==> src/rtl/regfile_wr_arbiter_if.sv <==
// Register-file write arbiter bus: ALU writeback request, memory-load return
// request, the arbitrated register-file write port and the busy scoreboard.
interface regfile_wr_arbiter_if #(
    parameter int W = 8,
    parameter int D = 4
);
    logic             alu_valid;
    logic [D-1:0]     alu_addr;
    logic [W-1:0]     alu_data;
    logic             alu_ready;
    logic             mem_valid;
    logic [D-1:0]     mem_addr;
    logic [W-1:0]     mem_data;
    logic             mem_ready;
    logic             wr_en;
    logic [D-1:0]     wr_addr;
    logic [W-1:0]     wr_data;
    logic [2**D-1:0]  busy_mask;

    modport master (
        output alu_valid, alu_addr, alu_data,
        output mem_valid, mem_addr, mem_data,
        input  alu_ready, mem_ready,
        input  wr_en, wr_addr, wr_data, busy_mask
    );

    modport slave (
        input  alu_valid, alu_addr, alu_data,
        input  mem_valid, mem_addr, mem_data,
        output alu_ready, mem_ready,
        output wr_en, wr_addr, wr_data, busy_mask
    );
endinterface

==> src/rtl/regfile_wr_arbiter.sv <==
// Register-file write arbiter: one write port shared by the ALU writeback path
// and a 2-entry load-return FIFO. ALU writes land one cycle after grant; loads
// are pushed first and popped on a later cycle. An ALU write that would overtake
// a buffered load to the same register is held off until the load has written.
// Optional macro RR_ARB_EN: round-robin between ALU and FIFO when both are
// eligible; without it the ALU has fixed priority.
//
// last-grant state (RR_ARB_EN only):
//   state      | meaning
//   GRANT_MEM  | FIFO won the last grant (reset value), ALU favoured next
//   GRANT_ALU  | ALU won the last grant, FIFO favoured next
module regfile_wr_arbiter #(
    parameter int W = 8,
    parameter int D = 4
) (
    input logic                clk,
    input logic                rst_n,
    regfile_wr_arbiter_if.slave bus
);
    logic [1:0]   count;
    logic         wr_ptr;
    logic         rd_ptr;
    logic [D-1:0] ent_addr [2];
    logic [W-1:0] ent_data [2];
    logic [1:0]   ent_valid;
    logic         waw_hit;
    logic         alu_elig;
    logic         fifo_elig;
    logic         grant_alu;
    logic         grant_fifo;
    logic         push;
    logic         pop;

`ifdef RR_ARB_EN
    typedef enum logic {GRANT_MEM = 1'b0, GRANT_ALU = 1'b1} last_grant_t;
    last_grant_t last_grant;
`endif

    // Which FIFO slots hold a live load, from registered count and read pointer.
    always_comb begin
        ent_valid = 2'b00;
        if (count == 2'd2) begin
            ent_valid = 2'b11;
        end else if (count == 2'd1) begin
            ent_valid[rd_ptr] = 1'b1;
        end
    end

    assign waw_hit = (ent_valid[0] && (ent_addr[0] == bus.alu_addr)) ||
                     (ent_valid[1] && (ent_addr[1] == bus.alu_addr));

    // Arbitration: a full FIFO or a pending load to the same register blocks the ALU.
    always_comb begin
        alu_elig  = bus.alu_valid && (count != 2'd2) && !waw_hit;
        fifo_elig = (count != 2'd0);
        grant_alu = alu_elig;
`ifdef RR_ARB_EN
        if (alu_elig && fifo_elig && (last_grant == GRANT_ALU)) begin
            grant_alu = 1'b0;
        end
`endif
        grant_fifo = fifo_elig && !grant_alu;
    end

    assign bus.alu_ready = grant_alu;
    assign bus.mem_ready = (count != 2'd2);
    assign push          = bus.mem_valid && (count != 2'd2);
    assign pop           = grant_fifo;

    // Scoreboard of registers that still have a buffered load outstanding.
    always_comb begin
        bus.busy_mask = '0;
        for (int i = 0; i < 2; i++) begin
            if (ent_valid[i]) begin
                bus.busy_mask[ent_addr[i]] = 1'b1;
            end
        end
    end

    // Load FIFO storage, pointers and occupancy.
    always_ff @(posedge clk or negedge rst_n) begin
        if (!rst_n) begin
            count       <= 2'd0;
            wr_ptr      <= 1'b0;
            rd_ptr      <= 1'b0;
            ent_addr[0] <= '0;
            ent_addr[1] <= '0;
            ent_data[0] <= '0;
            ent_data[1] <= '0;
        end else begin
            if (push) begin
                ent_addr[wr_ptr] <= bus.mem_addr;
                ent_data[wr_ptr] <= bus.mem_data;
                wr_ptr           <= ~wr_ptr;
            end
            if (pop) begin
                rd_ptr <= ~rd_ptr;
            end
            case ({push, pop})
                2'b10:   count <= count + 2'd1;
                2'b01:   count <= count - 2'd1;
                default: count <= count;
            endcase
        end
    end

    // Registered write port; address/data hold when nothing is granted.
    always_ff @(posedge clk or negedge rst_n) begin
        if (!rst_n) begin
            bus.wr_en   <= 1'b0;
            bus.wr_addr <= '0;
            bus.wr_data <= '0;
        end else begin
            bus.wr_en <= grant_alu || grant_fifo;
            if (grant_alu) begin
                bus.wr_addr <= bus.alu_addr;
                bus.wr_data <= bus.alu_data;
            end else if (grant_fifo) begin
                bus.wr_addr <= ent_addr[rd_ptr];
                bus.wr_data <= ent_data[rd_ptr];
            end
        end
    end

`ifdef RR_ARB_EN
    // Remember who won last so contention alternates.
    always_ff @(posedge clk or negedge rst_n) begin
        if (!rst_n) begin
            last_grant <= GRANT_MEM;
        end else if (grant_alu) begin
            last_grant <= GRANT_ALU;
        end else if (grant_fifo) begin
            last_grant <= GRANT_MEM;
        end
    end
`endif
endmodule

==> src/flat_wrapper.sv <==
// flat-port wrapper written by rule: the top's interface ports become plain ports
module regfile_wr_arbiter_flat 
#(
    parameter int W = 8,
    parameter int D = 4
)
  (clk, rst_n, bus_alu_valid, bus_alu_addr, bus_alu_data, bus_mem_valid, bus_mem_addr, bus_mem_data, bus_alu_ready, bus_mem_ready, bus_wr_en, bus_wr_addr, bus_wr_data, bus_busy_mask);
  regfile_wr_arbiter_if #(.W(W), .D(D)) bus_i ();
  input logic clk;
  input logic rst_n;
  input wire logic [$bits(bus_i.alu_valid)-1:0] bus_alu_valid;
  input wire logic [$bits(bus_i.alu_addr)-1:0] bus_alu_addr;
  input wire logic [$bits(bus_i.alu_data)-1:0] bus_alu_data;
  input wire logic [$bits(bus_i.mem_valid)-1:0] bus_mem_valid;
  input wire logic [$bits(bus_i.mem_addr)-1:0] bus_mem_addr;
  input wire logic [$bits(bus_i.mem_data)-1:0] bus_mem_data;
  output wire logic [$bits(bus_i.alu_ready)-1:0] bus_alu_ready;
  output wire logic [$bits(bus_i.mem_ready)-1:0] bus_mem_ready;
  output wire logic [$bits(bus_i.wr_en)-1:0] bus_wr_en;
  output wire logic [$bits(bus_i.wr_addr)-1:0] bus_wr_addr;
  output wire logic [$bits(bus_i.wr_data)-1:0] bus_wr_data;
  output wire logic [$bits(bus_i.busy_mask)-1:0] bus_busy_mask;
  assign bus_i.alu_valid = bus_alu_valid;
  assign bus_i.alu_addr = bus_alu_addr;
  assign bus_i.alu_data = bus_alu_data;
  assign bus_i.mem_valid = bus_mem_valid;
  assign bus_i.mem_addr = bus_mem_addr;
  assign bus_i.mem_data = bus_mem_data;
  assign bus_alu_ready = bus_i.alu_ready;
  assign bus_mem_ready = bus_i.mem_ready;
  assign bus_wr_en = bus_i.wr_en;
  assign bus_wr_addr = bus_i.wr_addr;
  assign bus_wr_data = bus_i.wr_data;
  assign bus_busy_mask = bus_i.busy_mask;
  regfile_wr_arbiter #(.W(W), .D(D)) u_core (.clk(clk), .rst_n(rst_n), .bus(bus_i));
endmodule
==> config.mk <==
export PLATFORM = sky130hd
export DESIGN_NAME = regfile_wr_arbiter_flat
export DESIGN_NICKNAME = d
export VERILOG_FILES = /design/src/rtl/regfile_wr_arbiter_if.sv /design/src/rtl/regfile_wr_arbiter.sv /design/src/flat_wrapper.sv
export SDC_FILE = /design/constraint.sdc
export NUM_CORES = 1
export LEC_CHECK = 0
export ABC_AREA = 1
export CAP_MARGIN = 0
export CORE_MARGIN = 3
export CORE_UTILIZATION = 45
export CTS_BUF_LIST = sky130_fd_sc_hd__clkbuf_16
export DETAILED_ROUTE_END_ITERATION = 6
export GPL_TIMING_DRIVEN = 0
export PLACE_DENSITY = 0.74
export SYNTH_ARGS = -nofsm -noshare
export SYNTH_HDL_FRONTEND = slang
export SYNTH_SLANG_ARGS = --single-unit
export TNS_END_PERCENT = 20
==> constraint.sdc <==
create_clock -name clk -period 4.4 [get_ports clk]
set_input_delay 0.66 -clock clk [delete_from_list [all_inputs] [get_ports clk]]
set_output_delay 0.66 -clock clk [all_outputs]
set_load 0.005 [all_outputs]
==> flow_summary.json, run 1 <==
{
  "ctsHoldBuffers": 0,
  "yosysTopAreaCellShare_pct": 43.1,
  "dpl.hpwl_um": 4690,
  "cts-buffers-inserted": 5,
  "routed_wl_um": 6360,
  "ys_seq_area_share_pct": 43.1,
  "cap_violations": 0,
  "vias_per_cell": 5.28,
  "first_pass_iters": 6,
  "p_per_area_mw_per_mm2": 690,
  "async_reset_ff_share_pct": 100,
  "status": "finished, final reports clean",
  "synth_ff_type": "dfrtp_1",
  "synth_nets": 348,
  "critical_path.endpoint_type": "primary output",
  "slew_headroom_pct": 40.5,
  "cts_resized": 0,
  "holdWs_ps": 491,
  "drive_above_1_share_pct": 8.64,
  "finalMaxSlewViolations": 0,
  "cts.clk_slew.worst_paths_ps": 60,
  "hp-class": "reg -> reg",
  "fin_skew_ps": 3.40,
  "mostFrequentLayoutCell": "nand2_1",
  "dieArea_mm2": 0.00620,
  "ys_ff_latch": 41,
  "place_ws_ps": 1250,
  "fin_ws_ps": 1250,
  "layout_common_cells": "nand2_1, clkdlybuf4s50_1, nand3_1",
  "synth_top_area_cell": "dfrtp_1",
  "cts-htree-levels": 2,
  "fin_crit_sh_pct": 71.5,
  "tns_ps": 0,
  "grt_usage_pct": 22.0,
  "portBuffers": 58,
  "ys_warn_count": 0,
  "grt-ovfl-total": 0,
  "num-fill-cells": 430,
  "cts_tree": "done",
  "synthesis.area_mm2": 0.00238,
  "cts.sinks": 41,
  "synth-edff-count": 0,
  "rsz0062_at_grt": "no",
  "area_delta_synth_final_pct": 33.7,
  "crit_path_start_kind": "input pin",
  "die_h_um": 78.7,
  "finalSetupViolCount": 0,
  "start_util_pct": 48.5,
  "drc_errors": 0,
  "die_x_um": 78.7,
  "core-area_mm2": 0.00491,
  "hold_viol": 0,
  "postRouteAntennaNets": 0,
  "antenna_found_initial": 0,
  "cts-root-buf": "clkbuf_16",
  "post_cts_buffers": 0,
  "syn_area_per_cell_um2": 7.53,
  "fin_crit_ps": 3150,
  "ys_types": 26,
  "row_count": 25,
  "finalNetCount": 413,
  "grt_pass1_wl_um": 10800,
  "cp_max_fo": 10,
  "synthCells": 316,
  "setup.worst_path.class": "in -> out",
  "p_leak_uw": 0.00149,
  "first_iter_violations": 224,
  "synth_area_leaders": "dfrtp_1, nand2_1, nand3_1",
  "crit_path_start": "bus_alu_addr[2]",
  "wl_per_cell_um": 14.2,
  "clockBufferDepth": 2,
  "cp.arrival_ps": 2490,
  "clk_latency_ps": 280,
  "ios": 59,
  "antennaDiodeCount": 0,
  "ir_drop_mv": 0.402,
  "place_congestion": 0.908,
  "worst_pin_slew_ps": 893,
  "max_freq_ghz": 0.318,
  "min-delay-start": "u_core.ent_data[1]$_DFFE_PN0P_",
  "via_count": 2371,
  "grt_pass1_vias": 2331,
  "critical_path_required_ps": 3740,
  "r2r_start": "u_core.count[0]$_DFFE_PN0P_",
  "grt_max_degree": 42
}
-- sequential cells by signal, indices dropped and copies added, names as in the netlist --
signal and count:
u_core.rd_ptr 1, u_core.bus.wr_en 1, u_core.bus.wr_addr 4, u_core.count 2, u_core.ent_data 16, u_core.wr_ptr 1
u_core.bus.wr_data 8, u_core.ent_addr 8
-- worst paths after layout --
path	end	slack, ps	cells after the start
setup reg to reg	u_core.count[1]$_DFFE_PN0P_	2280	11
max in group asynchronous	u_core.wr_ptr$_DFFE_PN0P_	3340	1
hold / removal	u_core.ent_data[1]$_DFFE_PN0P_	490	2
min in group asynchronous	u_core.bus.wr_en$_DFF_PN0_	500	1
setup / recovery	bus_alu_ready	1250	8
hold reg to reg	u_core.ent_data[1]$_DFFE_PN0P_	490	2
-- synth_stat cells, types with 5 or more instances --
| cell type | number |
|---|---|
| buf_2 | 6 |
| nand4_1 | 12 |
| inv_2 | 5 |
| inv_1 | 29 |
| o21ai_0 | 41 |
| nand2_1 | 89 |
| dfrtp_1 | 41 |
| nor2_1 | 8 |
| clkbuf_1 | 6 |
| nand3_1 | 47 |
-- report_power, final --
group	total, µW	leakage [µW]	switching (µW)	internal, µW
clock	352	0.0000696	145	208
sequential	712	0.000505	152	560
combinational	1130	0.000920	646	483
-- stage by stage --
stage               power (µW)  area [µm²]  utilization (%)  std cells
floorplan                 1390        2380                -        316
global placement          1800        3040             62.0        441
detailed placement        1830        3040             61.9        441
CTS                       2190        3180             64.8        449
global route              2380        3180             64.8        449
finish                    2190        3180             64.8        449
-- final cells by class --
type,count,area (µm²),share of cell area [%]
Buffer,15,86.3,2.71
Clock buffer,5,125,3.93
Clock inverter,3,17.5,0.551
Inverter,35,139,4.36
Multi-Input combinational cell,225,1130,35.5
Sequential cell,41,1030,32.2
Tap cell,67,83.8,2.63
Timing Repair Buffer,58,576,18.1
-- cells by family (layout without fill, tap and decap cells) --
family / after synthesis / count (layout) / synth area share, %
buf+inv: 50 / 116 / 9.46
simple gates: 167 / 167 / 33.2
flops: 41 / 41 / 43.1
compound gates: 50 / 50 / 10.7
xor+xnor: 4 / 4 / 1.47
fa+ha+maj: 4 / 4 / 2.10
-- metal layers --
metal | GRT usage [%] | vias up | wire length (µm)
li1 | - | 1170 | -
met1 | 29.7 | 1110 | 2800
met2 | 34.8 | 76 | 3040
met3 | 5.78 | 15 | 402
met4 | 6.82 | 0 | 114
met5 | 0 | - | 0
-- worst max-delay path, stage by stage --
cell	delay [ps]
clkdlybuf4s50_1	550
xor2_1	250
nor2_4	70
nand2_4	80
nand3_4	140
buf_6	190
inv_1	50
clkdlybuf4s50_1	480
Power figures use the tool's default switching activity.
==> run 2, diff against run 1 <==
==> constraint.sdc (replaced) <==
create_clock -name clk -period 2.9 [get_ports clk]
set_input_delay 0.435 -clock clk [delete_from_list [all_inputs] [get_ports clk]]
set_output_delay 0.435 -clock clk [all_outputs]
set_load 0.005 [all_outputs]
==> results of run 2 <==
Same layout as run 1 (identical final DEF). Status: finished, final reports clean.
Main changes from that run: setup slack after placement 1250 ps -> 195 ps; setup slack after layout 1250 ps -> 109 ps; hold slack 491 ps -> 280 ps; start point of the critical path bus_alu_addr[2] -> u_core.count[0]$_DFFE_PN0P_; end point of the critical path bus_alu_ready -> bus_busy_mask[8]; register-to-register setup slack 2280 ps -> 780 ps; total power 2190 µW -> 3330 µW; worst IR drop on VDD 0.402 mV -> 0.610 mV
